## src/rtl/circle_point_sequencer.sv

```systemverilog
// Midpoint-circle point generator for the VGA emulator's single-pixel plot inputs.
// Emits one visible circle point per frame; clipped points are skipped without spending a frame.
module circle_point_sequencer #(
   parameter int H_PIX = 640,
   parameter int V_PIX = 480
) (
   input  logic        clk50,
   input  logic        reset_n,
   input  logic        start,
   input  logic        abort,
   input  logic [9:0]  cx,
   input  logic [8:0]  cy,
   input  logic [8:0]  radius,
   input  logic        frame_tick,
   output logic [10:0] x_coor,
   output logic [9:0]  y_coor,
   output logic        busy,
   output logic        done
);

   localparam logic signed [11:0] LP_H = 12'(H_PIX);
   localparam logic signed [11:0] LP_V = 12'(V_PIX);

   typedef enum logic [1:0] {ST_IDLE, ST_CALC, ST_WAIT, ST_FINISH} state_t;

   state_t             r_state;
   logic [9:0]         r_cx;
   logic [8:0]         r_cy;
   logic [9:0]         r_xi;
   logic [9:0]         r_yi;
   logic signed [11:0] r_d;
   logic [2:0]         r_oct;
   logic [9:0]         r_sx;
   logic [8:0]         r_sy;
   logic               r_last;
   logic               r_pend;
   logic [10:0]        r_x;
   logic [9:0]         r_y;
   logic               r_busy;
   logic               r_done;

   logic [9:0]         w_a;
   logic [9:0]         w_b;
   logic signed [11:0] w_px;
   logic signed [11:0] w_py;
   logic               w_vis;
   logic               w_step_y;
   logic [9:0]         w_xi_nx;
   logic [9:0]         w_yi_nx;
   logic signed [11:0] w_diff;
   logic signed [11:0] w_d_nx;
   logic               w_more;
   logic               w_last;

   // Octants 4..7 swap the roles of xi and yi; bit 0 negates x, bit 1 negates y.
   always_comb begin
      w_a      = r_oct[2] ? r_yi : r_xi;
      w_b      = r_oct[2] ? r_xi : r_yi;
      w_px     = r_oct[0] ? ($signed({2'b00, r_cx}) - $signed({2'b00, w_a}))
                          : ($signed({2'b00, r_cx}) + $signed({2'b00, w_a}));
      w_py     = r_oct[1] ? ($signed({3'b000, r_cy}) - $signed({2'b00, w_b}))
                          : ($signed({3'b000, r_cy}) + $signed({2'b00, w_b}));
      w_vis    = (w_px >= 12'sd0) && (w_px < LP_H) && (w_py >= 12'sd0) && (w_py < LP_V);
      w_step_y = ~r_d[11];
      w_xi_nx  = r_xi + 10'd1;
      w_yi_nx  = w_step_y ? (r_yi - 10'd1) : r_yi;
      w_diff   = $signed({2'b00, w_xi_nx}) - $signed({2'b00, w_yi_nx});
      w_d_nx   = w_step_y ? (r_d + (w_diff <<< 1) + 12'sd1)
                          : (r_d + $signed({1'b0, w_xi_nx, 1'b0}) + 12'sd1);
      // yi may step below zero, so compare xi+1 <= yi instead of xi <= yi-1.
      w_more   = w_step_y ? (({1'b0, w_xi_nx} + 11'd1) <= {1'b0, r_yi})
                          : ({1'b0, w_xi_nx} <= {1'b0, r_yi});
      w_last   = (r_oct == 3'd7) && !w_more;
   end

   // Sequencer: algorithm stepping, frame pacing, tick bookkeeping and registered outputs.
   always_ff @(posedge clk50 or negedge reset_n) begin
      if (!reset_n) begin
         r_state <= ST_IDLE;
         r_cx    <= 10'd0;
         r_cy    <= 9'd0;
         r_xi    <= 10'd0;
         r_yi    <= 10'd0;
         r_d     <= 12'sd0;
         r_oct   <= 3'd0;
         r_sx    <= 10'd0;
         r_sy    <= 9'd0;
         r_last  <= 1'b0;
         r_pend  <= 1'b0;
         r_x     <= 11'h7FF;
         r_y     <= 10'h3FF;
         r_busy  <= 1'b0;
         r_done  <= 1'b0;
      end else if (abort && (r_state != ST_IDLE)) begin
         r_state <= ST_IDLE;
         r_pend  <= 1'b0;
         r_x     <= 11'h7FF;
         r_y     <= 10'h3FF;
         r_busy  <= 1'b0;
         r_done  <= 1'b0;
      end else begin
         r_done <= 1'b0;
         case (r_state)
            ST_IDLE: begin
               if (start && !abort) begin
                  r_cx    <= cx;
                  r_cy    <= cy;
                  r_xi    <= 10'd0;
                  r_yi    <= {1'b0, radius};
                  r_d     <= 12'sd1 - $signed({3'b000, radius});
                  r_oct   <= 3'd0;
                  r_pend  <= 1'b0;
                  r_busy  <= 1'b1;
                  r_state <= ST_CALC;
               end
            end
            ST_CALC: begin
               if (frame_tick) begin
                  r_pend <= 1'b1;
               end
               if (r_oct == 3'd7) begin
                  r_oct <= 3'd0;
                  r_xi  <= w_xi_nx;
                  r_yi  <= w_yi_nx;
                  r_d   <= w_d_nx;
               end else begin
                  r_oct <= r_oct + 3'd1;
               end
               if (w_vis) begin
                  r_sx    <= w_px[9:0];
                  r_sy    <= w_py[8:0];
                  r_last  <= w_last;
                  r_state <= ST_WAIT;
               end else if (w_last) begin
                  r_state <= ST_FINISH;
               end
            end
            ST_WAIT: begin
               if (frame_tick || r_pend) begin
                  r_x     <= {r_sx, 1'b0};
                  r_y     <= {1'b0, r_sy};
                  r_pend  <= 1'b0;
                  r_state <= r_last ? ST_FINISH : ST_CALC;
               end
            end
            ST_FINISH: begin
               if (frame_tick || r_pend) begin
                  r_x     <= 11'h7FF;
                  r_y     <= 10'h3FF;
                  r_pend  <= 1'b0;
                  r_busy  <= 1'b0;
                  r_done  <= 1'b1;
                  r_state <= ST_IDLE;
               end
            end
            default: begin
               r_state <= ST_IDLE;
            end
         endcase
      end
   end

   assign x_coor = r_x;
   assign y_coor = r_y;
   assign busy   = r_busy;
   assign done   = r_done;

endmodule

```

## config.mk

```make
export PLATFORM = sky130hd
export DESIGN_NAME = circle_point_sequencer
export DESIGN_NICKNAME = d
export VERILOG_FILES = /design/src/rtl/circle_point_sequencer.sv
export SDC_FILE = /design/constraint.sdc
export NUM_CORES = 1
export LEC_CHECK = 0
export BUFFER_PORTS_ARGS = -buffer_cell sky130_fd_sc_hd__buf_2
export CORE_MARGIN = 3
export CORE_UTILIZATION = 35
export CTS_BUF_LIST = sky130_fd_sc_hd__clkbuf_4
export DETAILED_ROUTE_END_ITERATION = 8
export PLACE_DENSITY = 0.51
export SETUP_SLACK_MARGIN = 0.15
export SYNTH_ARGS = -nofsm -noshare
export SYNTH_HDL_FRONTEND = slang
export SYNTH_SLANG_ARGS = --single-unit
```

## constraint.sdc

```tcl
create_clock -name clk50 -period 4.1 [get_ports clk50]
set_clock_uncertainty 0.2 [all_clocks]
set_input_delay 1.025 -clock clk50 [delete_from_list [all_inputs] [get_ports clk50]]
set_output_delay 1.025 -clock clk50 [all_outputs]
set_load 0.01 [all_outputs]
```

==> results of run 1 <==
## cell families after synthesis
| kind of cell | synth area share [%] |
|---|---|
| AO/OA/AOI/OAI | 19.45 |
| XOR/XNOR | 5.972 |
| adder cells (fa/ha/maj) | 15.50 |
| buffers and inverters | 5.640 |
| flip-flops | 28.92 |
| multiplexers | 7.636 |
| AND/OR/NAND/NOR | 16.88 |
## worst paths after layout
check / start / to / slack (ps) / depth (start not counted)
worst max-delay path: r_oct[2]$_DFFE_PN0P_ / r_sx[7]$_DFFE_PN0P_ / 170 / 14
worst min-delay path: x_coor[3]$_DFFE_PN1P_ / x_coor[3]$_DFFE_PN1P_ / 310 / 2
worst max register to register: r_oct[2]$_DFFE_PN0P_ / r_sx[7]$_DFFE_PN0P_ / 170 / 14
worst min register to register: x_coor[3]$_DFFE_PN1P_ / x_coor[3]$_DFFE_PN1P_ / 310 / 2
max in group asynchronous: reset_n / r_xi[7]$_DFFE_PN0P_ / 2580 / 2
min in group asynchronous: reset_n / r_cy[1]$_DFFE_PN0P_ / 390 / 1
## layer usage
metal / global-route usage, % / vias to the layer above / wire [um]
met5: 0 / - / 0
met4: 4.114 / 0 / 445
met3: 2.054 / 33 / 805
met2: 30.71 / 147 / 11520
met1: 25.51 / 3549 / 11850
li1: - / 3789 / -
## layout make-up
cell class                 count  area [um^2]
inverter                      82        307.8
clock inverter                 7        88.84
clock buffer                   9        67.56
fill                        2379        13460
antenna                        1        2.502
sequential                    99         2509
multi-input combinational    780         6003
timing repair buffer         142         1056
tap                          319        399.1
## through the flow
step | std cells | hold WS [ps] | util, %
final | 1439 | 313.1 | 43.67
after global routing | 1439 | 332.6 | 43.67
after CTS | 1412 | 317.3 | 41.13
after detailed placement | 1396 | 289.1 | 40.47
after global placement | 1396 | 288.9 | 40.47
after floorplan | 1003 | 264.9 | -
## placed cells by master (no fill, tap or decap), drive strengths merged, types with 10 or more instances in the layout
master and instances:
xor2 24, nor2b 27, nand2b 10, a21o 11, inv 85, nor2 95
xnor2 35, buf 139, mux2i 21, nor3 30, nand2 68, o21a 12
ha 96, dfstp 20, clkbuf 12, dfrtp 79, o21ai 73, a21oi 71
a211oi 10, o31ai 10, mux2 35, nand3 13
## cells in the mapped netlist (all sizes together) (11+ instances only)
cell    instances  area share, %
a21o           11           0.95
a21oi          71            4.1
clkbuf         34            1.5
dfrtp          79             23
dfstp          20            6.1
ha             96             14
inv            82            3.6
mux2           35            5.2
mux2i          21            2.4
nand2          68            3.0
nand3          13           0.75
nor2           95            4.2
nor2b          27            2.0
nor3           30            1.7
o21a           12            1.0
o21ai          73            4.3
xnor2          35            3.5
xor2           24            2.4
## sequential cells by signal, summed over array words and instances (netlist names)
signal,flops
r_pend,1
r_last,1
done,1
r_d,12
y_coor,9
r_sy,9
r_cx,10
r_oct,3
r_cy,9
busy,1
r_sx,10
x_coor,11
r_state,2
r_xi,10
r_yi,10
## power by group
group	total, mW	leakage, nW	internal [mW]	switching [mW]
sequential	1.89	1.18	1.47	0.416
combinational	6.36	3.55	2.97	3.39
clock	0.589	0.0828	0.152	0.437
## worst reg2reg max path, cell delays in order (launching register included)
cell     delay [ps]
dfrtp_2         480
buf_12          150
mux2i_2         190
buf_4           150
inv_2            40
ha_4            150
nor2b_4         120
or4_4           490
o21ai_4         190
nor3_2           50
or4_4           520
nor4_4          360
nand4_4         230
buf_12          210
mux2_4          290
## timing repair
item,CTS,global route
setup buffers,0,23
endpoints found under the setup margin,8,27
pin swaps,0,29
hold buffers,0,0
gates cloned,0,3
resized for setup,5,87
==> flow_summary.ini, run 1 <==
[pwr]
report.power.total_mw = 8.839
powerDensity_nw_per_um2 = 847.1
power.leakage_nw = 4.811
peak_supply_drop_uv = 513.7

[setup_path]
critical-path-slowest-cell = or4_4
critPathLaunchType = register
crit_chain = buf_12 > mux2i_2 > buf_4 > inv_2 > ha_4 > nor2b_4 > or4_4 > o21ai_4 > nor3_2 > or4_4 > nor4_4 > nand4_4 > buf_12 > mux2_4
cpLargestDelayFamily = simple AND/OR/NAND/NOR gates
crit_required_ps = 4300
peak_per_stage_delay_on_the_critical_path_ps = 520
worstPathArrival_ps = 4130
crit_path_end_kind = register
criticalPathCategory = register to register
critPathMaxFanout = 7
critical_path.n_buffers_inverters = 4

[global_route]
global_route.overflow_total = 0
gr-usage-all-layers_pct = 18.34
antenna_violations_before_repair = 1
first_global_vias = 7199
wire_length_of_the_first_global_routing_pass_um = 38860
grt_max_degree = 64

[timing]
timing.final.setup_violations = 0
achievable-frequency_ghz = 0.2545
slew_limit_headroom_pct = 42.20
finalHoldViolCount = 0
setup_ws_ps = 170.3
rsz0062_at_grt = yes
worstMarginPinSlew_ps = 867.0
period_needed_ps = 3930
period_utilization_post_route_pct = 95.85
final_max_slew_violation_count = 0
tns_ps = 0

[placement]
place_ws_ps = 88.90
dpl.hpwl_um = 18570
place.gp.congestion = 0.8539
port_buffers = 55
placement.cell_area_um2 = 9671

[cells_and_area]
finish.instance_area_um2 = 10430
drive_above_1_share_pct = 25.83
final_nets = 1250
area_grow_syn2layout_pct = 20.59

[cts]
h-tree-depth = 3
cts-root-to-sink-buffers = 2
path_clk_slew_ps = 190
numClockSinks = 99
clkLatencyLatePin_ps = 510
cts_buffers = 9
cts_root_buffer = clkbuf_4
cts_tree = done

[logic_synthesis]
syn-mean-instance-area_um2 = 8.626
synth_cell_type_count = 78
postSynth.asyncResetShare_pct = 100.0
ys.warnings.count = 0
synth_cells = 1003
synth-seq-area-share_pct = 28.92
postSynthRegisterBits = 99
synth_area_um2 = 8652
syn-num-nets = 1139
synth_enable_flop_cells = 0
most_common_flop_cell_mapped_by_yosys = dfrtp_1

[detailed_routing]
via_per_inst = 5.224
detail-route-antenna-nets = 0
post_drt_wl_per_cell_um = 17.11
total_length_of_routed_wires_um = 24630
drc_violation_total_after_the_first_tritonroute_iteration = 390
drc = 0
routed-via-count = 7518
dr.pass1.iters = 6

[floorplan]
floorplan.die_area_um2 = 26640
boundaryPins = 56
die_width_um = 163.2
initial_core_util_pct = 36.21
die_height_um = 163.2
placeableCoreArea_um2 = 23890
core.rowCount = 56

[outcome]
result_of_the_run = completed

[flow_run]
max-cap-violations = 0

[min_path]
worst_hold_path_type = register to register
No activity file was read; power rests on OpenSTA's default activity.
==> run 2, diff against run 1 <==
BUFFER_PORTS_ARGS = unset   (was -buffer_cell sky130_fd_sc_hd__buf_2)
DONT_BUFFER_PORTS = 1   (was unset)
PLACE_DENSITY = 0.49   (was 0.51)
==> flow_summary.ini, run 2 (synthesis results as in run 1) <==
[cells_and_area]
layout_commonest_cell = nor2_1
final_nets = 1193
core_occupancy_in_the_finished_layout_pct = 42.05
drive_above_1_share_pct = 20.53
area_grow_syn2layout_pct = 16.12
largest_register = r_d
layout.cells.most_common_list = 92 x nor2_1, 89 x ha_1, 77 x inv_1, 76 x buf_4, 74 x dfrtp_1
largest_reg_flops = 12

[placement]
place.gp.congestion = 0.8423
dpl.hpwl_um = 18330
port_buffers = 0

[global_route]
global_route.overflow_total = 0
first_global_vias = 6972
wire_length_of_the_first_global_routing_pass_um = 38150
grt_max_degree = 80
antenna_violations_before_repair = 1
gr-usage-all-layers_pct = 18.15

[floorplan]
placeableCoreArea_um2 = 23890
boundaryPins = 56
floorplan.die_area_um2 = 26640
initial_core_util_pct = 36.21
die_width_um = 163.2
core.rowCount = 56
die_height_um = 163.2

[pwr]
p_sw_share_pct = 47.82
peak_supply_drop_uv = 432.0
internal_power_mw = 4.493
comb_power_share_pct = 70.0
power.share.clock_pct = 7.2
netSwitchingPower_mw = 4.117
powerDensity_nw_per_um2 = 856.9
power.leakage_nw = 4.561
seq_power_share_pct = 22.8

[cts]
numClockSinks = 99
path_clk_slew_ps = 200
cts-root-to-sink-buffers = 2
clkLatencyLatePin_ps = 520
h-tree-depth = 3
cts_root_buffer = clkbuf_4
cts_buffers = 9
cts_tree = done

[detailed_routing]
detail-route-antenna-nets = 0
drc = 0
total_routed_wire_length_on_the_met1_layer_um = 11590
wl_met3_um = 864
routed-via-count = 7286
dr.pass1.iters = 6
drc_violation_total_after_the_first_tritonroute_iteration = 463
total_length_of_routed_wires_um = 24450
route.top_layer_used = met4
route.met2.wl_um = 11580
via_per_inst = 5.272
post_drt_wl_per_cell_um = 17.69

[setup_path]
critPathMaxFanout = 5
r2r_slack_ps = 150
critPathLaunchType = register
criticalPathCategory = register to register
crit_path_end_kind = register
crit_required_ps = 4320
worstPathArrival_ps = 4170

[timing]
rsz0062_at_grt = yes
timing.final.setup_violations = 0
slew_limit_headroom_pct = 45.54
achievable-frequency_ghz = 0.2531
period_utilization_post_route_pct = 96.36
finalHoldViolCount = 0
worstMarginPinSlew_ps = 816.8
period_needed_ps = 3951
final_max_slew_violation_count = 0
tns_ps = 0

[flow_run]
max-cap-violations = 0

[outcome]
result_of_the_run = completed

[min_path]
worst_hold_path_type = primary input to async pin
-- run 2: changes by cell type in the layout (fill, tap and decap cells not counted), sizes merged --
| cell | change |
|---|---|
| inv | +1 |
| buf | -57 |
| clkinvlp | +1 |
| clkinv | -3 |
| bufinv | +1 |
-- run 2: path summary, 6_finish.rpt --
kind                                       from               endpoint  cells after the start
setup / recovery           r_oct[2]$_DFFE_PN0P_    r_sx[7]$_DFFE_PN0P_                     14
hold / removal                          reset_n  y_coor[2]$_DFFE_PN1P_                      0
setup reg to reg           r_oct[2]$_DFFE_PN0P_    r_sx[7]$_DFFE_PN0P_                     14
hold reg to reg             r_sx[6]$_DFFE_PN0P_    r_sx[6]$_DFFE_PN0P_                      1
max in group asynchronous               reset_n    r_xi[3]$_DFFE_PN0P_                      1
min in group clk50          r_sx[6]$_DFFE_PN0P_    r_sx[6]$_DFFE_PN0P_                      1
-- run 2: critical path, stage by stage, from the launching register on --
cell and delay [ps]:
dfrtp_2 510, buf_12 160, mux2i_4 230, buf_6 130, inv_4 30, ha_4 150, nor2b_4 120, or4_4 490
o21ai_4 150, nor3_2 50, or4_4 550, nor4_4 340, nand4_4 220, clkbuf_16 220, mux2_4 290
-- run 2: power by group through the flow --
stage / Combinational (mW) / Sequential [mW] / Clock, mW
floorplan: 4.28 / 1.81 / 0
global placement: 5.62 / 1.97 / 0
detailed placement: 5.61 / 1.98 / 0
CTS: 5.68 / 1.96 / 0.652
global route: 6.74 / 2.04 / 0.677
finish: 6.03 / 1.96 / 0.617
-- run 2: area by class of cell --
cell class              instances  area [um^2]
repair buffers                 85        755.7
flip-flops and latches         99         2509
clock buffers                   9        67.56
diodes                          1        2.502
multi-input cells             780         5909
well taps                     319        399.1
clock inverters                 7        91.34
inverters                      82        312.8
fillers                      2420        13850
-- run 2: metal layers --
metal	up-vias	GRT usage, %
li1	3666	-
met3	25	2.587
met4	0	4.921
met1	3457	24.66
met2	138	30.26
met5	-	0
-- run 2: per-stage QoR --
| step | instances | total power [mW] | hold WS [ps] | area (um^2) | setup WS, ps |
|---|---|---|---|---|---|
| floorplan | 1003 | 6.090 | 264.9 | 8655 | 147.3 |
| global placement | 1349 | 7.590 | 301.3 | 9440 | 141.6 |
| detailed placement | 1349 | 7.590 | 304.4 | 9440 | 52.75 |
| CTS | 1367 | 8.292 | 69.53 | 9648 | 149.1 |
| global route | 1382 | 9.463 | 67.35 | 10050 | 34.96 |
| finish | 1382 | 8.610 | 112.2 | 10050 | 149.1 |
-- run 2: timing repair --
action | 4_1_cts | 5_1_grt
setup endpoints to repair | 18 | 27
setup buffers | 1 | 11
gates cloned | 0 | 3
endpoints found under the hold margin | 79 | 0
resized for setup | 7 | 64
pin swaps | 1 | 11
hold buffers | 1 | 0
==> run 3, diff against run 2 <==
PLACE_DENSITY = 0.47   (was 0.49)
clock period = 4.7 ns   (was 4.1 ns; I/O delays follow)
==> flow_summary.ini, run 3 (synthesis results as in run 1) <==
[outcome]
result_of_the_run = completed

[cts]
clkLatencyLatePin_ps = 520
path_clk_slew_ps = 210
cts_buffers = 9
h-tree-depth = 3
cts_hold_buf = 0
cts_root_buffer = clkbuf_4
postCtsSetupBuffers = 0
cts_tree = done
numClockSinks = 99
cts-root-to-sink-buffers = 2

[floorplan]
boundaryPins = 56
initial_core_util_pct = 36.21
placeableCoreArea_um2 = 23890
die_width_um = 163.2
die_height_um = 163.2
core.rowCount = 56
floorplan.die_area_um2 = 26640

[detailed_routing]
post_drt_wl_per_cell_um = 17.92
drc = 0
routed-via-count = 7043
via_per_inst = 5.315
dr.pass1.iters = 5
drc_violation_total_after_the_first_tritonroute_iteration = 389
total_length_of_routed_wires_um = 23740
detail-route-antenna-nets = 0

[setup_path]
worstPathArrival_ps = 4410
cp-endpoint = r_d[11]$_DFFE_PN0P_
regToRegStartpoint = r_yi[0]$_DFFE_PN0P_
ff2ff_path_depth = 16
crit_required_ps = 4930
cpLargestDelayFamily = simple AND/OR/NAND/NOR gates
worstSetupStartpoint = r_yi[0]$_DFFE_PN0P_
critical-path-slowest-cell = or4_1
crit_cells = 16
rr_endpoint = r_d[11]$_DFFE_PN0P_
r2r_slack_ps = 520
critPathMaxFanout = 5
critical_path.n_buffers_inverters = 2
crit_chain = inv_1 > nand4_1 > nor3_1 > nand2_1 > nor4_1 > xnor2_1 > ha_1 > inv_1 > or4_1 > o311a_1 > o311ai_1 > ha_1 > a21o_1 > a31oi_1 > xor2_1 > o31ai_1
criticalPathCategory = register to register
critPathLaunchType = register
crit_path_end_kind = register
peak_per_stage_delay_on_the_critical_path_ps = 500

[timing]
slew_limit_headroom_pct = 45.04
finalHoldViolCount = 0
rsz0062_at_grt = no
tns_ps = 0
period_needed_ps = 4183
final_max_slew_violation_count = 0
period_utilization_post_route_pct = 89.00
timing.final.setup_violations = 0
worstMarginPinSlew_ps = 824.4
achievable-frequency_ghz = 0.2391

[pwr]
peak_supply_drop_uv = 248.4
powerDensity_nw_per_um2 = 744.5
power.leakage_nw = 4.213
report.power.total_mw = 6.896

[placement]
placement.cell_area_um2 = 9120
port_buffers = 0
place.gp.congestion = 0.8167
dpl.hpwl_um = 17860

[global_route]
grt_max_degree = 100
wire_length_of_the_first_global_routing_pass_um = 38790
first_global_vias = 7069
gr-usage-all-layers_pct = 18.27
global_route.overflow_total = 0
antenna_violations_before_repair = 1

[cells_and_area]
finish.instance_area_um2 = 9263
area_grow_syn2layout_pct = 7.057
core_occupancy_in_the_finished_layout_pct = 38.77
final_nets = 1136
layout_commonest_cell = ha_1
layout.cells.most_common_list = 96 x ha_1, 92 x nor2_1, 78 x inv_1, 77 x dfrtp_1, 71 x a21oi_1
largest_reg_flops = 12
drive_above_1_share_pct = 11.24
largest_register = r_d

[flow_run]
max-cap-violations = 0

[min_path]
worst_hold_path_type = primary input to async pin
run 3: power by group:
group          internal [mW]  switching [mW]
sequential              1.29           0.433
clock                  0.123           0.362
combinational           2.08            2.61
total                   3.49            3.41
run 3: worst reg2reg max path: stages (launching register included):
cell,delay [ps]
dfrtp_1,480
inv_1,150
nand4_1,180
nor3_1,370
nand2_1,160
nor4_1,250
xnor2_1,160
ha_1,380
inv_1,100
or4_1,510
o311a_1,140
o311ai_1,80
ha_1,320
a21o_1,180
a31oi_1,170
xor2_1,90
o31ai_1,200
run 3: layout make-up:
cell class	instances	area, um^2
diodes	1	2.502
clock buffers	9	67.56
clock inverters	7	67.56
fillers	2496	14630
inverters	82	307.8
multi-input cells	780	5678
flip-flops and latches	99	2505
well taps	319	399.1
repair buffers	28	235.2
run 3: worst min-delay path by stage:
stage | startpoint | endpoint | slack (ps) | cells past startpoint
after floorplan | r_sy[1]$_DFFE_PN0P_ | r_sy[1]$_DFFE_PN0P_ | 260 | 1
after global placement | r_sy[1]$_DFFE_PN0P_ | r_sy[1]$_DFFE_PN0P_ | 290 | 1
after detailed placement | r_sy[1]$_DFFE_PN0P_ | r_sy[1]$_DFFE_PN0P_ | 300 | 1
after CTS | reset_n | r_sy[1]$_DFFE_PN0P_ | 50 | 0
after global routing | reset_n | r_cy[8]$_DFFE_PN0P_ | 50 | 0
final | reset_n | r_cy[8]$_DFFE_PN0P_ | 110 | 0
run 3: per-stage QoR:
| stage | worst slack (ps) | hold WS, ps | std cells |
|---|---|---|---|
| after floorplan | 614.1 | 264.9 | 1003 |
| after global placement | 497.1 | 290.5 | 1308 |
| after detailed placement | 411.0 | 301.6 | 1308 |
| after CTS | 376.8 | 52.47 | 1324 |
| after global routing | 192.7 | 53.41 | 1325 |
| final | 516.8 | 114.5 | 1325 |
run 3: repair_timing:
action | in CTS | in global routing
endpoints found under the setup margin | 0 | 5
endpoints found under the hold margin | 0 | 0
resized for setup | 0 | 4
run 3: metal layers:
metal / GRT usage (%) / wire, um / vias to the layer above
met5: 0 / 0 / -
met2: 30.41 / 10960 / 118
met4: 4.498 / 322 / 0
met1: 25.19 / 11800 / 3349
met3: 2.384 / 663 / 20
li1: - / - / 3556
